<file path="config.mk">
export PLATFORM = sky130hd
export DESIGN_NAME = qrs_peak_search
export DESIGN_NICKNAME = d
export VERILOG_FILES = /design/src/rtl/qrs_peak_search.sv
export SDC_FILE = /design/constraint.sdc
export NUM_CORES = 1
export LEC_CHECK = 0
export CAP_MARGIN = 30
export CORE_MARGIN = 8
export CORE_UTILIZATION = 50
export DETAILED_ROUTE_END_ITERATION = 10
export HOLD_SLACK_MARGIN = 0.12
export PLACE_DENSITY_LB_ADDON = 0.3
export SLEW_MARGIN = 10
export SYNTH_ARGS = -nofsm -noshare
export SYNTH_HDL_FRONTEND = slang
export SYNTH_SLANG_ARGS = --single-unit
</file>
<file path="constraint.sdc">
create_clock -name i_clk -period 13.9 [get_ports i_clk]
set_input_delay 1.39 -clock i_clk [delete_from_list [all_inputs] [get_ports i_clk]]
set_output_delay 1.39 -clock i_clk [all_outputs]
set_load 0.02 [all_outputs]
</file>
<file path="src/rtl/qrs_peak_search.sv">
// QRS candidate detector: lagged absolute difference, running maximum, threshold arming,
// windowed peak localisation with a single report pulse and refractory blanking.
module qrs_peak_search #(
  parameter int DATA_WIDTH  = 11,
  parameter int CTR_WIDTH   = 24,
  parameter int DIFF_DIST   = 4,
  parameter int SEARCH_WIN  = 36,
  parameter int REFRACT_LEN = 72
) (
  input  logic                  i_clk,
  input  logic                  i_nrst,
  input  logic                  i_ce,
  input  logic [DATA_WIDTH-1:0] i_sample,
  input  logic                  i_qrs_search_en,
  input  logic [DATA_WIDTH-1:0] i_qrs_threshold,
  output logic [CTR_WIDTH-1:0]  o_ctr,
  output logic [DATA_WIDTH-1:0] o_abs_diff_short_max,
  output logic                  o_abs_diff_short_valid,
  output logic                  o_extremum_found,
  output logic [CTR_WIDTH-1:0]  o_peak_idx
);

  localparam logic [DATA_WIDTH-1:0] SAT_MAX = {1'b0, {(DATA_WIDTH-1){1'b1}}};
  localparam int FILL_W = $clog2(DIFF_DIST + 1);
  localparam int WIN_W  = $clog2(SEARCH_WIN + 1);
  localparam int REF_W  = $clog2(REFRACT_LEN + 1);

  typedef enum logic [2:0] {ACQ, ARMED, PEAK, REPORT, REFRACT} state_t;

  state_t                state;
  logic [DATA_WIDTH-1:0] delay_line [DIFF_DIST];
  logic [FILL_W-1:0]     fill;
  logic [WIN_W-1:0]      win;
  logic [REF_W-1:0]      ref_cnt;

  logic signed [DATA_WIDTH:0] diff;
  logic [DATA_WIDTH:0]        diff_mag;
  logic [DATA_WIDTH-1:0]      d;
  logic                       d_valid;

  // Full-width difference of sign-extended samples cannot overflow; only the magnitude is clipped.
  always_comb begin
    diff     = $signed({i_sample[DATA_WIDTH-1], i_sample})
             - $signed({delay_line[DIFF_DIST-1][DATA_WIDTH-1], delay_line[DIFF_DIST-1]});
    diff_mag = diff[DATA_WIDTH] ? unsigned'(-diff) : unsigned'(diff);
    d        = (diff_mag > {1'b0, SAT_MAX}) ? SAT_MAX : diff_mag[DATA_WIDTH-1:0];
    d_valid  = i_ce && (fill == FILL_W'(DIFF_DIST));
  end

  always_ff @(posedge i_clk or negedge i_nrst) begin
    if (!i_nrst) begin
      for (int k = 0; k < DIFF_DIST; k++) delay_line[k] <= '0;
      fill <= '0;
    end else if (i_ce) begin
      delay_line[0] <= i_sample;
      for (int k = 1; k < DIFF_DIST; k++) delay_line[k] <= delay_line[k-1];
      if (fill != FILL_W'(DIFF_DIST)) fill <= fill + 1'b1;
    end
  end

  always_ff @(posedge i_clk or negedge i_nrst) begin
    if (!i_nrst) begin
      state                  <= ACQ;
      o_ctr                  <= '0;
      o_abs_diff_short_max   <= '0;
      o_abs_diff_short_valid <= 1'b0;
      o_extremum_found       <= 1'b0;
      o_peak_idx             <= '0;
      win                    <= '0;
      ref_cnt                <= '0;
    end else begin
      o_extremum_found <= 1'b0;
      if (i_ce) o_ctr <= o_ctr + 1'b1;
      if (d_valid) o_abs_diff_short_valid <= 1'b1;
      case (state)
        ACQ: begin
          if (i_qrs_search_en) begin
            state                <= ARMED;
            o_abs_diff_short_max <= '0;
          end else if (d_valid && (d > o_abs_diff_short_max)) begin
            o_abs_diff_short_max <= d;
          end
        end
        ARMED: begin
          if (!i_qrs_search_en) begin
            state <= ACQ;
          end else if (d_valid && (d >= i_qrs_threshold)) begin
            state                <= PEAK;
            o_abs_diff_short_max <= d;
            o_peak_idx           <= o_ctr;
            win                  <= WIN_W'(1);
          end
        end
        // Strict compare keeps the earliest index when the maximum repeats.
        PEAK: begin
          if (!i_qrs_search_en) begin
            state <= ACQ;
          end else if (d_valid) begin
            if (d > o_abs_diff_short_max) begin
              o_abs_diff_short_max <= d;
              o_peak_idx           <= o_ctr;
            end
            win <= win + 1'b1;
            if (win == WIN_W'(SEARCH_WIN - 1)) begin
              state            <= REPORT;
              o_extremum_found <= 1'b1;
            end
          end
        end
        REPORT: begin
          state   <= REFRACT;
          ref_cnt <= '0;
        end
        REFRACT: begin
          if (i_ce) begin
            ref_cnt <= ref_cnt + 1'b1;
            if (ref_cnt == REF_W'(REFRACT_LEN - 1)) begin
              o_abs_diff_short_max <= '0;
              state                <= i_qrs_search_en ? ARMED : ACQ;
            end
          end
        end
        default: state <= ACQ;
      endcase
    end
  end

endmodule

</file>
# Word-level counts from Yosys, hierarchy flattened
# Index checks and enable logic that the tools add are counted.
# op_classes
add_sub_neg,6
n_div,0
order_cmp,3
n_reduce_logical,13
n_bitwise,0
n_mul,0
muxes,39
eq_ne,20
shift,0
# op_table
cell,count
24-bit 2-to-1 mux,5
11-bit 2-to-1 mux,10
24-bit case mux with 2 select lines,1
11-bit case mux with 4 select lines,1
"24-bit by 1-bit adder with 24-bit output, second input constant",1
3-bit 2-to-1 mux,8
6-bit 2-to-1 mux,4
"2-bit inequality test, second input constant",8
"3-bit inequality test, second input constant",5
3-bit case mux with 5 select lines,1
7-bit case mux with 2 select lines,1
"12-bit by 10-bit greater-than comparator with 1-bit output, second input constant",1
12-bit 2-to-1 mux,1
12-bit negation,1
6-bit case mux with 2 select lines,1
6-bit AND reduction,2
11-bit by 11-bit subtractor with 12-bit output,1
11-bit >= comparator,1
11-bit greater-than comparator,1
9-bit AND reduction,1
"7-bit by 1-bit adder with 7-bit output, second input constant",1
"7-bit equality test, second input constant",1
7-bit 2-to-1 mux,1
"6-bit by 1-bit adder with 6-bit output, second input constant",1
other kinds (12),22
# word_totals
mem_bits_rw,0
out_inout_bits,61
mem_count,0
regBits,124
input_bits,26
wordCells,94
romBits,0
latch_bits,0

# Depth between registers and ports, before layout
# Gate-level depths: netlist of run 1.
# depth
word_depth,10
mapped_depth,24
mapped_depth_nobuf,22

# Worst setup path before layout of run 1
# No wires, ideal clock.
# synth_timing
path_type,in2reg
from,input port i_sample[0]
to,register o_peak_idx[10]
t_arrival_ns,5.650
path_stages,22
required_time_ns,13.775
slack_ns,8.125
cell_sequence,inv_1 ha_1 inv_1 fa_1 a211oi_4 nand3b_1 mux2i_1 a41oi_1 nor4_2 nor3_1 a21o_1 buf_4 and2_1 ha_1 nand2b_1 a211o_1 a21oi_1 o21ai_2 nand4b_2 o21bai_1 buf_2 mux2_2
# synth_via
elab_chain_len,9
word_cells_on_any_way,11
classes_between,add/sub (2); order compare (3); eq/ne (2); mux (2); reduce/logical (2)
# synth_lines
item,line,text
"start, declared",13,"input logic [DATA_WIDTH-1:0] i_sample,"
11-bit by 11-bit subtractor with 12-bit output *,44,"- $signed({delay_line[DIFF_DIST-1][DATA_WIDTH-1], delay_line[DIFF_DIST-1]});"
12-bit negation,45,diff_mag = diff[DATA_WIDTH] ? unsigned'(-diff) : unsigned'(diff);
12-bit 2-to-1 mux *,45,
12-bit by 10-bit greater-than comparator with 1-bit output,46,"d = (diff_mag > {1'b0, SAT_MAX}) ? SAT_MAX : diff_mag[DATA_WIDTH-1:0];"
11-bit 2-to-1 mux *,46,
11-bit >= comparator,87,end else if (d_valid && (d >= i_qrs_threshold)) begin
1-bit logical AND,87,
2-bit inequality test (no line),--,
6-bit AND reduction (no line) *,--,
"end signal, assigned",90,o_peak_idx <= o_ctr;
"end signal, assigned",101,o_peak_idx <= o_ctr;
"end, declared",20,output logic [CTR_WIDTH-1:0] o_peak_idx
# Every way passes the cells marked *; elsewhere a longest branch is shown, timed or not.
# A chain may end at the register's enable or synchronous reset.

# Worst setup path after layout of run 1
# layout_timing
from,input port i_sample[0]
to,register o_abs_diff_short_max[5]
# layout_via
elab_chain_len,9
word_cells_on_any_way,21
classes_between,add/sub (2); order compare (3); eq/ne (3); mux (10); reduce/logical (3)
# layout_lines
item,line,text
11-bit by 11-bit subtractor with 12-bit output *,44,
12-bit negation,45,
12-bit 2-to-1 mux *,45,
12-bit by 10-bit greater-than comparator with 1-bit output,46,
11-bit 2-to-1 mux *,46,
"11-bit greater-than comparator, or another cell as far along","80, 99",
"1-bit logical AND, or another cell as far along",80,end else if (d_valid && (d > o_abs_diff_short_max)) begin
"3-bit inequality test (no line), or another cell as far along",--,
9-bit AND reduction (no line) or 11-bit case mux with 4 select lines (tied branches),--,
"end signal, assigned",79,o_abs_diff_short_max <= '0;
"end signal, assigned",81,o_abs_diff_short_max <= d;
"end signal, assigned",100,o_abs_diff_short_max <= d;
"end, declared",17,"output logic [DATA_WIDTH-1:0] o_abs_diff_short_max,"
# Every way passes the cells marked *; elsewhere a longest branch is shown, timed or not. The select of a mux whose other input is x is not followed.

==> results of run 1 <==
==> final timing paths <==
path                                        start                 endpoint  slack [ns]  depth (start not counted)
max reg2reg                         delay_line[0]  o_abs_diff_short_max[5]        8.41                         20
min reg2reg                o_abs_diff_short_valid   o_abs_diff_short_valid        0.46                          1
max                                   i_sample[0]  o_abs_diff_short_max[5]        7.31                         22
min in group asynchronous                  i_nrst   o_abs_diff_short_valid        0.93                          1
max in group asynchronous                  i_nrst           delay_line[21]       11.91                          3
min                        o_abs_diff_short_valid   o_abs_diff_short_valid        0.46                          1
==> per-layer routing <==
layer  routed length (µm)  vias up  GRT usage (%)
li1                     -     2374              -
met1                 6512     2424          21.76
met2                 7324       92          28.75
met3                  485       17          4.688
met4                  199        0          5.871
met5                    0        -              0
==> placed cells by master, fill, tap and decap left out, types with 7 or more instances in the layout <==
| cell | instances |
|---|---|
| dfrtp_1 | 124 |
| clkdlybuf4s50_1 | 84 |
| nand2_1 | 61 |
| mux2_2 | 59 |
| inv_1 | 45 |
| ha_1 | 39 |
| nor2_1 | 35 |
| o21ai_0 | 31 |
| xnor2_1 | 24 |
| a21oi_1 | 19 |
| nand3_1 | 17 |
| clkbuf_16 | 17 |
| xor2_1 | 14 |
| o211ai_2 | 11 |
| nor3_1 | 10 |
| nand4_1 | 10 |
| nand2b_1 | 7 |
| and3_1 | 7 |
==> area by class of cell <==
type                    instances  area [µm²]  area share, %
flip-flops and latches        124        3103          37.28
inverters                      45       168.9          2.029
well taps                     176       220.2          2.646
repair buffers                 90       910.9          10.94
multi-input cells             436        3308          39.75
clock buffers                  23       478.0          5.743
clock inverters                 9       133.9          1.609
==> worst max-delay path: cells and delay by family <==
family,cells,cell delay (ns)
AO/OA/AOI/OAI,12,3.23
adder cells (fa/ha/maj),3,0.96
buffers and inverters,3,0.54
AND/OR/NAND/NOR,3,0.54
multiplexers,1,0.19
==> logic make-up (layout without fill, tap and decap cells) <==
logic type	count (synthesis)	in the layout	share of synthesized area, %
buffers and inverters	63	167	3.923
and+or+nand+nor	179	179	13.48
adders and majority gates	40	40	7.622
xor gates and xnor gates	41	41	5.726
other	1	2	0.05626
DFF	124	124	46.56
muxes	62	62	10.42
AOI/OAI and AO/OA	112	112	12.22
==> state kept, by name, summed over array words and instances, names as in the netlist, 3 cells and up <==
register / cells
delay_line: 44
fill: 3
o_abs_diff_short_max: 11
o_ctr: 24
o_peak_idx: 24
ref_cnt: 7
state: 3
win: 6
==> metrics by stage <==
stage	cell area, µm²	std cells
global route	8323	903
CTS	8323	903
floorplan	6669	623
finish	8323	903
global placement	7669	869
detailed placement	7711	871
==> where the power goes <==
part           internal, mW  switching [mW]  leakage (nW)
clock                 0.297           0.157         0.298
combinational         0.270           0.347          1.85
sequential            0.434          0.0678          1.58
total                  1.00           0.572          3.73
==> flow_summary_export.csv, run 1 <==
group,metric,value,unit
floorplanning,floorplan.initialDensity,50.73,%
yosys,synth-seq-area-share,46.56,%
timing,setup_tns,0,ns
clocking,clock_latency,0.42,ns
detailed_routing,first_pass_iters,4,
grt,grtUsageTotal,17.45,%
worst_setup_path,start_kind,"input pin",
timing,slew_headroom,53.25,%
yosys,synth_top_area_share,46.56,%
yosys,syn-instance-count,622,
run_status,run_status,"finished clean",
worst_hold_path,hold_path_class,"register to register",
floorplanning,io_pins,87,
worst_setup_path,cp.arrival,6.87,ns
cells_and_area,drive_gt1_share,16.78,%
detailed_routing,dr.first_iter.drc_count,270,
yosys,synth_top_area_cell,"dfrtp_1",
floorplanning,dieWidth,131.5,µm
clocking,htree_levels,4,
worst_setup_path,crit_chain,"clkdlybuf4s50_1 -> inv_1 -> ha_1 -> inv_1 -> fa_1 -> a211oi_4 -> nand3b_1 -> mux2i_1 -> a41oi_1 -> nor4_2 -> a21o_1 -> a21o_1 -> nand2_1 -> ha_1 -> a21oi_1 -> a21oi_1 -> o31ai_1 -> a21oi_1 -> o211ai_2 -> a221o_1 -> a211o_4 -> o211ai_2",
cells_and_area,utilization,63.35,%
timing,grt_setup_unrepaired,"no",
floorplanning,core_area,13140,µm²
grt,grt_pass1_vias,4955,
clocking,postCtsSetupBuffers,0,
pwr,leakage,3.730,nW
clocking,clockBufferDepth,2,
placement,gp_congestion,0.8896,
cells_and_area,syn2layout_area_growth,24.87,%
detailed_routing,wl_per_cell,16.08,µm
clocking,numCtsBuffers,17,
worst_setup_path,cpMostUsedCell,"a21oi_1",
worst_setup_path,worstSetupPathType,"input pin to register",
timing,finalWorstSetupSlack,7.313,ns
timing,period_minus_slack,6.587,ns
yosys,synth_most_common_cell,"dfrtp_1",
yosys,synth_edf_count,0,
worst_setup_path,slowest_delay,0.56,ns
timing,fin_crit_sh,47.39,%
pwr,irDropWorstVdd,0.09096,mV
clocking,clock-sinks,124,
floorplanning,rows,42,
detailed_routing,routed_wl,14.52,mm
grt,grt_pass1_wl,24.96,mm
pwr,power.density,189.0,nW/µm²
clocking,holdBufCountCts,0,
worst_setup_path,crit_slowest_cell,"a221o_1",
grt,grt_overflow,0,
clocking,postCtsResizedCells,0,
timing,fin_worst_skew,0.009800,ns
yosys,ys_top_cells_by_area,"dfrtp_1 47%, mux2_2 10%, ha_1 7.3%",
placement,dp_hpwl,10.62,mm
floorplanning,die_h,131.5,µm
timing,final_max_slew_viol_count,0,
worst_setup_path,end_kind,"register",
grt,antenna_found_initial,0,
timing,worstMarginPinSlew,0.7013,ns
worst_setup_path,crit_fanout,14,
yosys,ys_seq_elements,124,
grt,grt_max_degree,69,
timing,holdWs,0.4614,ns
detailed_routing,vias,4907,
detailed_routing,avgViaCountPerCell,5.434,
cells_and_area,antennaDiodeCount,0,
clocking,root_buffer,"clkbuf_16",
floorplanning,die_area,17280,µm²
yosys,yosysUniqueCellTypes,67,
pwr,power,1.573,mW
clocking,clkTransAtPathRegs,0.06,ns
timing,finalSetupViolCount,0,
placement,io_buffer_count,86,
worst_setup_path,worstPathRequired,14.18,ns
detailed_routing,ant_nets,0,
cells_and_area,layout.nets,780,
job,drv_cap,0,
timing,clock.fmax,151.8,MHz
yosys,async_flop_share,100.0,%
clocking,cts_tree,"yes",
yosys,synth_common_cells,"124 x dfrtp_1, 61 x nand2_1, 59 x mux2_2",
yosys,synth_warnings,0,
yosys,syn_area,6665,µm²
placement,pre_cts_slack,6.980,ns
yosys,synth_top_flop_cell,"dfrtp_1",
timing,hold_viol,0,
yosys,syn_area_per_cell,10.72,µm²
detailed_routing,drc,0,
cells_and_area,fillers,1026,
Power figures use the tool's default switching activity.
==> inputs of run 2 (changes only) <==
==> constraint.sdc (replaced) <==
create_clock -name i_clk -period 6.9 [get_ports i_clk]
set_input_delay 0.69 -clock i_clk [delete_from_list [all_inputs] [get_ports i_clk]]
set_output_delay 0.69 -clock i_clk [all_outputs]
set_load 0.02 [all_outputs]
==> run 2 against run 1 <==
Net effect: final area fell by 0.63%; final cell count down 0.11%; count of clock-buffer cells in the layout shrank 3; register-to-register slack got worse by 7.0 ns; hold slack lost 0.22 ns; clock skew fell by 0.0042 ns; non-clock buffer count stayed put; utilization fell by 0.40 points; routed wire length shrank 0.23%; power grew 97%; first-iteration DRC count is 3.7% lower; highest routed layer unchanged.
==> flow_summary_export.csv, run 2 (same netlist as run 1, synthesis figures left out) <==
group,metric,value,unit
timing,slew_headroom,52.46,%
cells_and_area,fillers,1068,
worst_setup_path,rr_worst_depth,20,
timing,finalSetupViolCount,0,
placement,place_area,7704,µm²
floorplanning,die_area,17280,µm²
run_status,run_status,"finished clean",
cells_and_area,layout.nets,780,
grt,grt_pass1_vias,5104,
floorplanning,core_area,13140,µm²
pwr,p_comb_share,40.2,%
clocking,postCtsResizedCells,0,
grt,grtUsageTotal,17.40,%
timing,setup_tns,0,ns
pwr,leakage,3.700,nW
clocking,postCtsSetupBuffers,0,
detailed_routing,avgViaCountPerCell,5.432,
job,drv_cap,0,
clocking,clock_latency,0.41,ns
cells_and_area,most-common-layout-cells,"124 x dfrtp_1, 84 x clkdlybuf4s50_1, 61 x nand2_1",
grt,grt_overflow,0,
placement,gp_congestion,0.8833,
clocking,cts_tree,"yes",
worst_hold_path,hold_path_class,"input pin to asynchronous set/reset pin",
cells_and_area,regMostFlops,"delay_line",
cells_and_area,multiInputGateArea,3308,µm²
pwr,internal_power,1.954,mW
timing,final_max_slew_viol_count,0,
pwr,p_seq_share,32.5,%
clocking,clock-sinks,124,
placement,dp_hpwl,10.84,mm
detailed_routing,vias,4900,
floorplanning,rows,42,
worst_setup_path,worstSetupPathType,"input pin to register",
clocking,htree_levels,4,
cells_and_area,utilization,62.95,%
pwr,swShare,37.00,%
timing,period_minus_slack,5.849,ns
timing,holdWs,0.2388,ns
detailed_routing,drc,0,
cells_and_area,layout_commonest_cell,"dfrtp_1",
worst_setup_path,end_kind,"register",
cells_and_area,antennaDiodeCount,0,
cells_and_area,largestRegisters,"delay_line: 44 flops, o_ctr: 24 flops, o_peak_idx: 24 flops",
timing,grt_setup_unrepaired,"no",
floorplanning,floorplan.initialDensity,50.73,%
cells_and_area,drive_gt1_share,16.80,%
pwr,clockPowerShare,27.4,%
detailed_routing,routed_wl,14.49,mm
worst_setup_path,worstPathRequired,7.18,ns
worst_setup_path,start_kind,"input pin",
worst_setup_path,cp.arrival,6.12,ns
pwr,power.density,375.1,nW/µm²
clocking,clockBufferDepth,2,
placement,place_inst,871,
cells_and_area,largest_reg_flops,44,
detailed_routing,first_pass_iters,5,
cells_and_area,stdcell_area,8270,µm²
grt,antenna_found_initial,0,
clocking,holdBufCountCts,0,
grt,grt_max_degree,68,
floorplanning,die_h,131.5,µm
detailed_routing,ant_nets,0,
grt,grt_pass1_wl,24.92,mm
timing,fin_crit_sh,84.76,%
timing,clock.fmax,171.0,MHz
timing,fin_worst_skew,0.005645,ns
detailed_routing,dr.first_iter.drc_count,260,
clocking,clkTransAtPathRegs,0.05,ns
clocking,numCtsBuffers,17,
floorplanning,io_pins,87,
cells_and_area,regArea,3103,µm²
placement,io_buffer_count,86,
worst_setup_path,crit_fanout,14,
cells_and_area,syn2layout_area_growth,24.08,%
timing,worstMarginPinSlew,0.7065,ns
timing,hold_viol,0,
clocking,root_buffer,"clkbuf_16",
pwr,irDropWorstVdd,0.2281,mV
cells_and_area,instances_no_fill,902,
pwr,p_sw,1.148,mW
floorplanning,dieWidth,131.5,µm
detailed_routing,wl_per_cell,16.06,µm
run 2: cell types whose count changed in the layout (fill, tap and decap cells not counted), sizes merged:
cell,change
clkinv,+2
inv,-1
bufinv,-1
clkbuf,-3
clkinvlp,+2
run 2: path summary, 6_finish.rpt:
check                                       start                       to  slack (ns)
hold / removal                             i_nrst                   win[5]        0.24
setup reg to reg                    delay_line[0]  o_abs_diff_short_max[1]        1.45
min in group i_clk         o_abs_diff_short_valid   o_abs_diff_short_valid        0.47
max in group asynchronous                  i_nrst           delay_line[31]        5.55
setup / recovery                      i_sample[0]  o_abs_diff_short_max[1]        1.05
hold reg to reg            o_abs_diff_short_valid   o_abs_diff_short_valid        0.47
run 2: routing by layer:
| metal | up-vias | wire [µm] | part of all wire (%) | GRT usage, % |
|---|---|---|---|---|
| li1 | 2382 | - | - | - |
| met1 | 2411 | 6510 | 45 | 21.20 |
| met2 | 91 | 7270 | 50 | 29.24 |
| met3 | 16 | 487 | 3.4 | 4.040 |
| met4 | 0 | 221 | 1.5 | 7.020 |
| met5 | - | 0 | 0 | 0 |
run 2: metrics by stage:
| stage | setup slack, ns | power [mW] |
|---|---|---|
| 6_report | 1.051 | 3.103 |
| 5_1_grt | 0.6064 | 3.310 |
| 4_1_cts | 1.120 | 3.126 |
| 3_5_place_dp | 0.7079 | 2.260 |
| 3_3_place_gp | 0.8978 | 2.202 |
| 2_1_floorplan | 1.825 | 1.876 |
run 2: cell type report:
cell class | count | share of cell area (%)
Tap cell | 176 | 2.663
Timing Repair Buffer | 90 | 10.92
Clock inverter | 11 | 1.452
Inverter | 45 | 2.042
Sequential cell | 124 | 37.52
Clock buffer | 20 | 5.401
Multi-Input combinational cell | 436 | 40.00
run 2: power groups by stage:
stage / Combinational (mW) / Sequential, mW / Clock (mW)
floorplan: 0.817 / 1.06 / 0
global placement: 1.20 / 1.01 / 0
detailed placement: 1.24 / 1.02 / 0
CTS: 1.25 / 1.01 / 0.867
global route: 1.38 / 1.03 / 0.899
finish: 1.25 / 1.01 / 0.850
run 2: worst max-delay path, stage by stage:
cell             delay [ns]
clkdlybuf4s50_1        0.41
inv_1                  0.06
ha_1                   0.16
inv_1                  0.06
fa_1                   0.47
a211oi_4               0.39
nand3b_1               0.11
mux2i_1                0.19
a41oi_1                0.22
nor4_2                 0.31
a21o_1                 0.20
a21o_1                 0.32
nand2_1                0.15
ha_1                   0.32
a211oi_1               0.20
nor2_1                 0.08
o31ai_1                0.19
a21oi_1                0.15
o211ai_2               0.52
a221o_1                0.54
a211o_4                0.26
o211ai_2               0.11
